**config.mk**
```make
export PLATFORM = sky130hd
export DESIGN_NAME = bus_timer_flat
export DESIGN_NICKNAME = d
export VERILOG_FILES = /design/src/rtl/bus_timer_pkg.sv /design/src/rtl/bus_timer_if.sv /design/src/rtl/bus_timer_prescaler.sv /design/src/rtl/bus_timer.sv /design/src/flat_wrapper.sv
export SDC_FILE = /design/constraint.sdc
export NUM_CORES = 1
export LEC_CHECK = 0
export BUFFER_PORTS_ARGS = -buffer_cell sky130_fd_sc_hd__buf_4
export CORE_MARGIN = 2
export CORE_UTILIZATION = 44
export CTS_CLUSTER_SIZE = 14
export DETAILED_ROUTE_END_ITERATION = 10
export PLACE_DENSITY = 0.64
export SLEW_MARGIN = 15
export SYNTH_ARGS = -nofsm -noshare
export SYNTH_HDL_FRONTEND = slang
export SYNTH_SLANG_ARGS = --single-unit
```
**constraint.sdc**
```tcl
create_clock -name i_clock -period 6.65 [get_ports i_clock]
set_input_delay 1.6625 -clock i_clock [delete_from_list [all_inputs] [get_ports i_clock]]
set_output_delay 1.6625 -clock i_clock [all_outputs]
set_load 0.005 [all_outputs]
```
**src/rtl/bus_timer_pkg.sv**
```systemverilog
// Shared definitions for the memory-mapped machine timer.
// Holds the register word indices, CTRL bit positions and the bus handshake states.
package bus_timer_pkg;

  // Word index taken from address bits [4:2].
  localparam logic [2:0] REG_MTIME_LO = 3'd0;
  localparam logic [2:0] REG_MTIME_HI = 3'd1;
  localparam logic [2:0] REG_CMP_LO   = 3'd2;
  localparam logic [2:0] REG_CMP_HI   = 3'd3;
  localparam logic [2:0] REG_CTRL     = 3'd4;
  localparam logic [2:0] REG_STATUS   = 3'd5;

  localparam int unsigned CTRL_EN = 0;
  localparam int unsigned CTRL_IE = 1;

  typedef enum logic {
    IDLE,
    ACK
  } state_t;

endpackage

```
**src/rtl/bus_timer_if.sv**
```systemverilog
// Single-initiator SoC bus as seen by one target.
//   request : held high by the master until ready is seen
//   rw      : 1 = write, 0 = read
//   address : byte address
//   wdata   : write data
//   rdata   : read data, valid while ready = 1
//   ready   : transaction acknowledge
interface bus_timer_if;
  logic        request;
  logic        rw;
  logic [31:0] address;
  logic [31:0] wdata;
  logic [31:0] rdata;
  logic        ready;

  modport master (
    output request,
    output rw,
    output address,
    output wdata,
    input  rdata,
    input  ready
  );

  modport slave (
    input  request,
    input  rw,
    input  address,
    input  wdata,
    output rdata,
    output ready
  );
endinterface

```
**src/rtl/bus_timer_prescaler.sv**
```systemverilog
// Divides the system clock down to the mtime tick rate.
//   i_clock  : system clock
//   i_reset  : synchronous, active-high reset
//   i_enable : count enable; while low the count is held at 0
//   o_tick   : one-cycle pulse on the cycle the count wraps from PRESCALE-1 to 0
module bus_timer_prescaler #(
  parameter int unsigned PRESCALE = 1
) (
  input  logic i_clock,
  input  logic i_reset,
  input  logic i_enable,
  output logic o_tick
);
  localparam int unsigned CountWidth = $clog2(PRESCALE + 1);
  localparam logic [CountWidth-1:0] CountMax = CountWidth'(PRESCALE - 1);

  logic [CountWidth-1:0] count_q, count_d;

  always_comb begin
    o_tick  = i_enable && (count_q == CountMax);
    count_d = count_q + CountWidth'(1);
    if (!i_enable || o_tick) begin
      count_d = '0;
    end
  end

  always_ff @(posedge i_clock) begin
    if (i_reset) begin
      count_q <= '0;
    end else begin
      count_q <= count_d;
    end
  end
endmodule

```
**src/rtl/bus_timer.sv**
```systemverilog
// Memory-mapped machine timer: 64-bit mtime advanced by a prescaled tick, a 64-bit
// mtimecmp, and a registered level interrupt for the CPU.
//   i_clock     : system clock
//   i_reset     : synchronous, active-high reset
//   bus         : bus target port (request/rw/address/wdata in, rdata/ready out)
//   o_interrupt : registered IE && (mtime >= mtimecmp)
// Register words (address[4:2]): 0 MTIME_LO, 1 MTIME_HI (reads the shadow captured by the
// last MTIME_LO read), 2 CMP_LO, 3 CMP_HI, 4 CTRL {IE, EN}, 5 STATUS {mtime >= mtimecmp},
// 6-7 read 0 / writes ignored.
module bus_timer
  import bus_timer_pkg::*;
#(
  parameter int unsigned FREQUENCY      = 25000000,
  parameter int unsigned TICK_FREQUENCY = 1000000
) (
  input  logic       i_clock,
  input  logic       i_reset,
  bus_timer_if.slave bus,
  output logic       o_interrupt
);
  localparam int unsigned PRESCALE = FREQUENCY / TICK_FREQUENCY;

  if (PRESCALE < 1) begin : g_bad_prescale
    $error("bus_timer: FREQUENCY / TICK_FREQUENCY must be >= 1");
  end

  state_t      state_q, state_d;
  logic [63:0] mtime_q, mtime_d;
  logic [63:0] mtimecmp_q, mtimecmp_d;
  logic [1:0]  ctrl_q, ctrl_d;
  logic [31:0] shadow_q, shadow_d;
  logic [31:0] rdata_q, rdata_d;
  logic        ready_q, ready_d;
  logic        irq_q, irq_d;
  logic        tick;
  logic        access;
  logic        cmp_hit;
  logic [2:0]  reg_idx;
  logic        unused_addr;

  assign reg_idx     = bus.address[4:2];
  assign unused_addr = ^{bus.address[31:5], bus.address[1:0]};
  assign cmp_hit     = mtime_q >= mtimecmp_q;

  bus_timer_prescaler #(
    .PRESCALE(PRESCALE)
  ) u_prescaler (
    .i_clock (i_clock),
    .i_reset (i_reset),
    .i_enable(ctrl_q[CTRL_EN]),
    .o_tick  (tick)
  );

  always_comb begin
    state_d    = state_q;
    ready_d    = ready_q;
    rdata_d    = rdata_q;
    mtime_d    = mtime_q;
    mtimecmp_d = mtimecmp_q;
    ctrl_d     = ctrl_q;
    shadow_d   = shadow_q;
    access     = 1'b0;

    unique case (state_q)
      IDLE: begin
        if (bus.request) begin
          access  = 1'b1;
          ready_d = 1'b1;
          state_d = ACK;
        end
      end
      ACK: begin
        if (!bus.request) begin
          ready_d = 1'b0;
          state_d = IDLE;
        end
      end
    endcase

    if (tick) begin
      mtime_d = mtime_q + 64'd1;
    end

    // A write to either mtime half overrides the whole increment, so no carry leaks.
    if (access && bus.rw) begin
      case (reg_idx)
        REG_MTIME_LO: mtime_d = {mtime_q[63:32], bus.wdata};
        REG_MTIME_HI: mtime_d = {bus.wdata, mtime_q[31:0]};
        REG_CMP_LO:   mtimecmp_d[31:0]  = bus.wdata;
        REG_CMP_HI:   mtimecmp_d[63:32] = bus.wdata;
        REG_CTRL:     ctrl_d = bus.wdata[1:0];
        default: ;
      endcase
    end

    if (access && !bus.rw) begin
      case (reg_idx)
        REG_MTIME_LO: begin
          rdata_d  = mtime_q[31:0];
          shadow_d = mtime_q[63:32];
        end
        REG_MTIME_HI: rdata_d = shadow_q;
        REG_CMP_LO:   rdata_d = mtimecmp_q[31:0];
        REG_CMP_HI:   rdata_d = mtimecmp_q[63:32];
        REG_CTRL:     rdata_d = {30'd0, ctrl_q};
        REG_STATUS:   rdata_d = {31'd0, cmp_hit};
        default:      rdata_d = 32'd0;
      endcase
    end

    irq_d = ctrl_q[CTRL_IE] && cmp_hit;
  end

  always_ff @(posedge i_clock) begin
    if (i_reset) begin
      state_q    <= IDLE;
      ready_q    <= 1'b0;
      rdata_q    <= 32'd0;
      mtime_q    <= 64'd0;
      mtimecmp_q <= '1;
      ctrl_q     <= 2'b01;
      shadow_q   <= 32'd0;
      irq_q      <= 1'b0;
    end else begin
      state_q    <= state_d;
      ready_q    <= ready_d;
      rdata_q    <= rdata_d;
      mtime_q    <= mtime_d;
      mtimecmp_q <= mtimecmp_d;
      ctrl_q     <= ctrl_d;
      shadow_q   <= shadow_d;
      irq_q      <= irq_d;
    end
  end

  assign bus.ready   = ready_q;
  assign bus.rdata   = rdata_q;
  assign o_interrupt = irq_q;
endmodule

```
**src/flat_wrapper.sv**
```systemverilog
// flat-port wrapper written by rule: the top's interface ports become plain ports
module bus_timer_flat import bus_timer_pkg::*;
#(
  parameter int unsigned FREQUENCY      = 25000000,
  parameter int unsigned TICK_FREQUENCY = 1000000
)
  (i_clock, i_reset, o_interrupt, bus_request, bus_rw, bus_address, bus_wdata, bus_rdata, bus_ready);
  bus_timer_if bus_i ();
  input  logic i_clock;
  input  logic i_reset;
  output logic o_interrupt;
  input wire logic [$bits(bus_i.request)-1:0] bus_request;
  input wire logic [$bits(bus_i.rw)-1:0] bus_rw;
  input wire logic [$bits(bus_i.address)-1:0] bus_address;
  input wire logic [$bits(bus_i.wdata)-1:0] bus_wdata;
  output wire logic [$bits(bus_i.rdata)-1:0] bus_rdata;
  output wire logic [$bits(bus_i.ready)-1:0] bus_ready;
  assign bus_i.request = bus_request;
  assign bus_i.rw = bus_rw;
  assign bus_i.address = bus_address;
  assign bus_i.wdata = bus_wdata;
  assign bus_rdata = bus_i.rdata;
  assign bus_ready = bus_i.ready;
  bus_timer #(.FREQUENCY(FREQUENCY), .TICK_FREQUENCY(TICK_FREQUENCY)) u_core (.i_clock(i_clock), .i_reset(i_reset), .bus(bus_i), .o_interrupt(o_interrupt));
endmodule
```
==> Word-level counts from Yosys, hierarchy flattened <==
Index checks and enable logic that the tools add are counted.
{ "classes": {"n_eq_ne": 10, "magnitude_cmp": 1, "bitwise": 1, "add_sub_neg": 2, "mux": 9, "reduce_logical": 14} }
{ "ops": {"columns": ["cell", "n"], "rows": [
  ["$pmux 32 s6", 1],
  ["$mux 64", 2],
  ["$pmux 64 s2", 1],
  ["$add 64x1->64 const B", 1],
  ["$ge 64x64->1", 1],
  ["$reduce_and 2->1", 5],
  ["$ne 2x2->1 const B", 4],
  ["$eq 3x2->1 const B", 2],
  ["$eq 3x3->1 const B", 2],
  ["$add 5x1->5 const B", 1],
  ["$eq 5x5->1 const B", 1],
  ["$logic_and 1x1->1", 4],
  ["$mux 1", 4],
  ["$eq 3x1->1 const B", 1],
  ["$logic_not 3->1", 1],
  ["$logic_not 1->1", 2],
  ["$pmux 1 s2", 1],
  ["$reduce_or 2->1", 1],
  ["$logic_or 1x1->1", 1],
  ["$not 1->1", 1]
]} }
{ "totals": {"ff_bits": 202, "wordCells": 48, "input_bits": 68} }

==> Logic depth before layout (Yosys ltp) <==
Gate-level depths: netlist (run 1).
{ "logic_depth": {"word_depth": 5, "ltp_mapped": 10, "depth_no_buf": 8} }

==> Hierarchy <==
A second synthesis (run 1) with hierarchy kept.
{ "hier_totals": {"cells_unflattened": 1356, "hier_area_um2": 10736.5} }
{ "modules_own_cells": {"columns": ["mod", "n_inst", "seq_area_each_um2", "area_per_inst_um2", "cells_each"], "rows": [
  ["bus_timer", 1, 3943.8, 10516.3, 1333],
  ["bus_timer_prescaler", 1, 100.1, 220.2, 23]
]} }

==> Least setup slack after synthesis (run 1) <==
No wires, ideal clock.
{ "synth_path": {"kind": "input to register", "start": "in bus_address[2]", "end": "reg u_core.mtime_q[7]", "n_path_buf": 3, "stages": 8, "setup_ps": 128, "t_required_ps": 6522, "t_arrival_ps": 3407, "slack_ps": 3115, "path_cell_list": "clkbuf_1 nor3_1 nor2b_1 buf_2 clkbuf_1 o21ai_0 a2bb2oi_1 nor2_1"} }
{ "synth_via": {"elab_chain_cells": 3} }
{ "synth_lines": {"columns": ["item", "line_no", "text"], "rows": [
  ["start, declared", "flat_wrapper.sv:14", "input wire logic [$bits(bus_i.address)-1:0] bus_address;"],
  ["$eq 3x1->1 or $logic_not 3->1 (tied branches)", "bus_timer.sv:86", "case (reg_idx)"],
  ["$pmux 64 s2", "bus_timer.sv:86", null],
  ["$mux 64", "bus_timer.sv:85", "if (access && bus.rw) begin"],
  ["end signal, assigned", "bus_timer.sv:128", "mtime_q <= mtime_d;"],
  ["end, declared", "bus_timer.sv:28", "logic [63:0] mtime_q, mtime_d;"]
]} }
Several ways; a longest one is shown, not always the timed one.
A chain may end at the register's enable or synchronous reset.

==> Final worst setup path (run 1) <==
{ "layout_path": {"start": "in bus_address[3]", "end": "reg u_core.mtimecmp_q[45]"} }
{ "layout_via": {"elab_chain_cells": 2} }
{ "layout_lines": {"columns": ["item", "line_no", "text"], "rows": [
  ["$eq 3x2->1", "bus_timer.sv:86", null],
  ["$reduce_and 2->1 (no source line)", null, null],
  ["end signal, assigned", "bus_timer.sv:129", "mtimecmp_q <= mtimecmp_d;"],
  ["end, declared", "bus_timer.sv:29", "logic [63:0] mtimecmp_q, mtimecmp_d;"]
]} }
No other way between the ends.

==> summary.txt, run 1 <==
CTS
  – Clock Pin Slew Worst Setup and Hold Paths: approximately 0.060 ns
  – Post-CTS Setup Repair Bufs: 0
  – Root buffer cell: clkbuf_16
  – CTS Buf Count: 25
  – Clk sink count: around 200
  – CTS tree: yes
  – CTS max path bufs: 3
  – Clk Latency, worst-skew pair: 0.54 ns
  – Post-CTS resize count: 0
  – Hold_buf cts: 0
  – H-tree depth: 1

Floorplan
  – Die X: ~160 um
  – Top Ports: ~100
  – Initial Util: between 40% and 50%
  – Standard-cell row count: a little under 60
  – Core ar.: roughly 25000 sq um
  – Die ar.: 26700 sq um
  – Die Ht: approximately 160 um

Synthesis
  – Post-synthesis adder-cell area fraction: between 7 and 8%
  – Largest family of logic cells by synthesized area: compound AO/OA/AOI/OAI gates
  – Avg Synthesized Cell Area: 7.87 sq um
  – Post-synthesis mux area share: less than 1%
  – Top_reg_cell synth: dfxtp_1
  – #FFs+latches synth: between 200 and 250
  – Syn_nets: ~1600
  – Synthesis Warnings: 0
  – Number of synthesized flops with an enable pin: 0
  – Gate Count Post-Synth: 1420
  – Post-synthesis compound-gate area fraction: between 20% and 30%
  – Async set-reset flop share out of synthesis: 0%
  – Synth Cell Area: roughly 11000 sq um
  – Post-synthesis simple-gate area fraction: approximately 22%
  – Sequential-to-total area share from yosys stat: about 36%
  – Post-synth cell types: 64
  – XOR/XNOR share of the synthesized area: 0.705%

GRT
  – GRT overflow: 0
  – Initial antenna violation count: 0
  – Total GRT Usage: a little over a quarter
  – Number of global-route vias before repair: ~10000
  – First-pass GRT wire length: about 57000 um
  – Largest net degree at the start of global routing: between 100 and 150

Worst setup path
  – Worst path arrival time: approximately 4.4 ns
  – Worst Setup SP: bus_address[3]
  – Reg-to-Reg Start: u_core.mtime_q[3]
  – Startpoint Class: input port
  – Worst EP required: around 7.1 ns
  – Crit Path Class: input port to flip-flop
  – Worst r2r path cells: 6
  – Critical Path Sink Type: flip-flop
  – Crit Path Max Fanout: 34

Run status
  – Outcome: complete, no violations

Power
  – Internal power: between 2000 and 2500 uW
  – P_sw: a little under 700 uW
  – Clock power frac: between 40% and 50%
  – Flop pwr share: 43.8%
  – Leakage: just over 0.005 uW
  – Max rail drop VDD: a little under 0.2 mV
  – PwrDens: between 200 and 250 nW/um^2
  – Switch share: a little under a quarter
  – Combinational share of power: under 10%

Finish
  – Most frequent cells in the layout: 202 x dfxtp_1, 159 x nor2_1, 146 x a21oi_1, 140 x nand2_1, 93 x a22oi_1
  – Register area: 4040 sq um
  – Most common library cell in the layout ignoring fill and taps: dfxtp_1
  – Area growth syn-to-layout: 14.5%
  – FILL cells: 2405
  – Share of cells above drive strength 1: 10.4%
  – Area occupied by multi-input gates: 6510 sq um
  – Nets: roughly 1600
  – # diodes: 0

Detailed routing
  – Antenna Nets Post-Route: 0
  – DRT iter0 DRCs: 1133
  – Residual DRC: 0
  – WL/cell: 19.6 um
  – Drt pass-1 iters: 5
  – Routed WL: between 30000 and 40000 um
  – Vias: roughly 11000
  – Vias per cell: 6.09

Timing
  – Slew headroom: a little over a third
  – Period utilization: approximately three fifths
  – Setup-failing EPs final: 0
  – Clock skew: 0.0359 ns
  – Worst Hold Slack: between 0.4 and 0.5 ns
  – FMAX: about 0.25 GHz
  – Tmin final: just under 4 ns
  – Final setup TNS: 0 ns
  – Final Max Slew Viols: 0
  – Final hold vios: 0
  – RSZ-0062 raised after global routing: false
  – Tightest Pin Transition: 0.958 ns

Placement
  – Buffers on Ports: between 70 and 80
  – HPWL after detailed placement: around 24000 um
  – GPL Wtd Cong: around 0.90

Min path
  – Worst hold start: u_core.shadow_q[14]
  – Hold WC Path Type: flip-flop to flip-flop
  – Hold depth: 2

Flow run
  – Max-cap violations: 0
==> flip-flops by register name (all words and copies together), names as in the netlist, 2 cells and up <==
name and flops:
u_core.ctrl_q 2, u_core.shadow_q 32, u_core.mtimecmp_q 64, u_core.bus.rdata 32, u_core.mtime_q 64, u_core.u_prescaler.count_q 5
==> cell type report <==
type                            instances  share of cell area (%)
Inverter                               74                    2.17
Multi-Input combinational cell       1042                    50.9
Timing Repair Buffer                   92                    5.43
Tap cell                              330                    3.23
Sequential cell                       202                    31.6
Clock buffer                           37                    5.79
Clock inverter                          7                   0.890
==> Yosys cell counts (all sizes together) (2+ instances only) <==
master / count / area, sq um
nor4: 16 / 115
nand3: 51 / 255
a21boi: 2 / 15.0
a311oi: 3 / 26.3
a21o: 2 / 15.0
inv: 74 / 278
a2111oi: 6 / 53.8
o21ai: 32 / 160
mux2i: 6 / 60.1
o211ai: 18 / 135
or3: 21 / 131
mux2: 2 / 22.5
o31a: 3 / 26.3
o31ai: 4 / 30.0
nand2: 140 / 526
nor2b: 8 / 50.1
xnor2: 3 / 26.3
a211oi: 11 / 82.6
nand2b: 9 / 56.3
o22ai: 4 / 25.0
o221ai: 2 / 17.5
o311a: 4 / 40.0
a221oi: 6 / 52.6
a31oi: 25 / 156
dfxtp: 202 / 4040
ha: 68 / 851
nor3: 20 / 100
buf: 16 / 71.3
and3: 17 / 106
or2: 3 / 18.8
and4: 12 / 105
o21a: 6 / 45.0
a22oi: 93 / 698
clkbuf: 86 / 324
and2: 7 / 43.8
or4: 10 / 78.8
nor2: 160 / 601
nand4: 41 / 269
a211o: 59 / 517
a21oi: 146 / 731
xor2: 6 / 52.6
==> power groups by stage <==
stage / clock network, uW / logic (uW) / registers (uW)
6_report: 1420 / 187 / 1250
5_1_grt: 1500 / 207 / 1260
4_1_cts: 1440 / 187 / 1250
3_5_place_dp: 0 / 185 / 1280
3_3_place_gp: 0 / 183 / 1280
2_1_floorplan: 0 / 111 / 1270
==> path summary, 6_finish.rpt <==
kind,end,slack [ns]
hold reg to reg,u_core.shadow_q[14],0.45
setup / recovery,u_core.mtimecmp_q[45],2.67
setup reg to reg,u_core.mtime_q[52],3.33
hold / removal,u_core.shadow_q[14],0.45
==> routing by layer <==
metal | global-route usage [%] | share of wire, %
met1 | 37.8 | 47
met4 | 6.92 | 2.0
met3 | 3.63 | 5.9
met5 | 0 | 0
met2 | 42.2 | 46
==> stage by stage <==
stage / cells / setup WS [ns] / utilization (%) / area [sq um] / total power, uW
5_1_grt: 1784 / 2.51 / 51.1 / 12800 / 2960
4_1_cts: 1784 / 2.72 / 51.1 / 12800 / 2880
3_3_place_gp: 1740 / 2.24 / 47.7 / 11900 / 1460
2_1_floorplan: 1420 / 3.11 / - / 11200 / 1380
3_5_place_dp: 1740 / 2.18 / 47.7 / 11900 / 1470
6_report: 1784 / 2.67 / 51.1 / 12800 / 2860
==> logic make-up after synthesis <==
family / Yosys count
mux: 8
compound gates: 438
flops: 202
xor+xnor: 9
simple gates: 519
buf+inv: 176
fa+ha+maj: 68
==> worst max-delay path, cell delays in order <==
cell,delay [ns]
buf_4,0.15
nor2b_1,0.22
and2_2,0.74
and3_2,0.75
buf_4,0.48
nor2_1,0.08
a211o_1,0.27
Note: power is estimated with default switching activity, not from simulation.
==> inputs of run 2 (changes only) <==
Clock period 6.65 ns to 3.85 ns, I/O delays scaled along.
==> run 2 against run 1 <==
Utilization up 0.30 points. Clock-buffer cell count fell by 1. Power increased by 66%. Critical endpoint is now u_core.mtime_q[53]. Largest cell class unchanged.
==> summary.txt, run 2 (synthesized netlist as in run 1, its figures left out) <==
Timing
  – Tightest Pin Transition: about 0.9 ns
  – Final hold vios: 0
  – Setup-failing EPs final: 0
  – Clock skew: about 0.0084 ns
  – RSZ-0062 raised after global routing: false
  – FMAX: around 0.35 GHz
  – Period utilization: between 70% and 80%
  – Final Max Slew Viols: 0
  – Slew headroom: ~38%
  – Tmin final: around 2.8 ns
  – Final setup TNS: 0 ns

Placement
  – Placed cells: roughly 1800
  – Area after DPL: roughly 12000 sq um
  – HPWL after detailed placement: about 24000 um
  – GPL Wtd Cong: between 0.8 and 0.9
  – Buffers on Ports: between 70 and 80

Floorplan
  – Die ar.: ~27000 sq um
  – Standard-cell row count: between 50 and 60
  – Initial Util: 44.6%
  – Top Ports: between 100 and 150
  – Die Ht: roughly 160 um
  – Core ar.: approximately 25000 sq um
  – Die X: approximately 160 um

Finish
  – Top flop regs: u_core.mtime_q: 64 flops, u_core.mtimecmp_q: 64 flops
  – Nets: 1589
  – FILL cells: between 2000 and 2500
  – Share of cells above drive strength 1: 11.2%
  – Most common library cell in the layout ignoring fill and taps: dfxtp_1
  – Area growth syn-to-layout: 15.1%
  – Post-route insts no fill: 1800
  – Post-route design area: around 13000 sq um
  – # diodes: 0
  – Most frequent cells in the layout: 202 x dfxtp_1, 159 x nor2_1, 146 x a21oi_1, 140 x nand2_1, 105 x buf_4

Min path
  – Hold WC Path Type: flip-flop to flip-flop

CTS
  – Root buffer cell: clkbuf_16
  – CTS tree: yes
  – Post-CTS Setup Repair Bufs: 0
  – Hold_buf cts: 0
  – H-tree depth: 1
  – CTS max path bufs: 3
  – Post-CTS resize count: 0
  – Clock Pin Slew Worst Setup and Hold Paths: 0.06 ns
  – CTS Buf Count: 24
  – Clk Latency, worst-skew pair: ~0.53 ns
  – Clk sink count: 202

Detailed routing
  – Antenna Nets Post-Route: 0
  – Vias per cell: just over 6
  – DRT iter0 DRCs: 929
  – Routed WL: roughly 35000 um
  – WL/cell: 19.5 um
  – Residual DRC: 0
  – Drt pass-1 iters: 6
  – Vias: roughly 11000

GRT
  – GRT overflow: 0
  – First-pass GRT wire length: approximately 56000 um
  – Largest net degree at the start of global routing: 74
  – Total GRT Usage: roughly a quarter
  – Number of global-route vias before repair: 10210
  – Initial antenna violation count: 0

Power
  – Leakage: around 0.0052 uW
  – PwrDens: 369 nW/um^2
  – Max rail drop VDD: around 0.29 mV

Worst setup path
  – Critical Path Sink Type: flip-flop
  – Startpoint Class: flip-flop
  – Worst EP required: ~4.3 ns
  – Critical path's largest stage delay: approximately 0.52 ns
  – Crit Path Max Fanout: 10
  – CP max-delay cell: dfxtp_1
  – Worst path arrival time: approximately 3.3 ns
  – Cell breakdown of the critical path: nand4_1 -> nor4_1 -> nor2b_1 -> nand4_2 -> or4_1 -> a31oi_1
  – Crit Path Class: flip-flop to flip-flop

Run status
  – Outcome: complete, no violations

Flow run
  – Max-cap violations: 0
run 2: worst paths after layout:
| check | startpoint | end | slack, ns | depth (start not counted) |
|---|---|---|---|---|
| setup / recovery | u_core.mtime_q[15] | u_core.mtime_q[53] | 1.01 | 6 |
| hold / removal | u_core.shadow_q[15] | u_core.shadow_q[15] | 0.45 | 2 |
| setup reg to reg | u_core.mtime_q[15] | u_core.mtime_q[53] | 1.01 | 6 |
| hold reg to reg | u_core.shadow_q[15] | u_core.shadow_q[15] | 0.45 | 2 |
run 2: worst max-delay path, delay by kind of cell (launching register included):
| family | cells | cell delay (ns) |
|---|---|---|
| compound gates | 1 | 0.17 |
| flops | 1 | 0.52 |
| simple gates | 5 | 2.06 |
run 2: where the power goes:
group / internal, uW / total (uW) / switching, uW
clock: 1330 / 2250 / 924
sequential: 2130 / 2170 / 38.7
combinational: 124 / 331 / 207
total: 3580 / 4750 / 1170
run 2: layer usage:
layer	global-route usage, %	vias up	wire, um
li1	-	5293	-
met1	36.8	5225	16100
met2	41.9	355	15700
met3	3.53	59	2370
met4	8.05	0	918
met5	0	-	0
run 2: metrics by stage:
| stage | power, uW | worst slack, ns | utilization [%] | hold slack, ns |
|---|---|---|---|---|
| finish | 4750 | 1.01 | 51.4 | 0.452 |
| global route | 4910 | 0.819 | 51.4 | 0.471 |
| CTS | 4780 | 1.10 | 51.4 | 0.454 |
| detailed placement | 2540 | 0.613 | 48.3 | 0.446 |
| global placement | 2530 | 0.657 | 48.3 | 0.443 |
| floorplan | 2390 | 1.01 | - | 0.430 |
run 2: final cells by class:
cell class	count	area, sq um	area share (%)
Clock buffer	36	707	5.49
Clock inverter	7	63.8	0.496
Inverter	74	278	2.16
Multi-Input combinational cell	1042	6500	50.5
Sequential cell	202	4040	31.4
Tap cell	330	413	3.21
Timing Repair Buffer	109	860	6.68
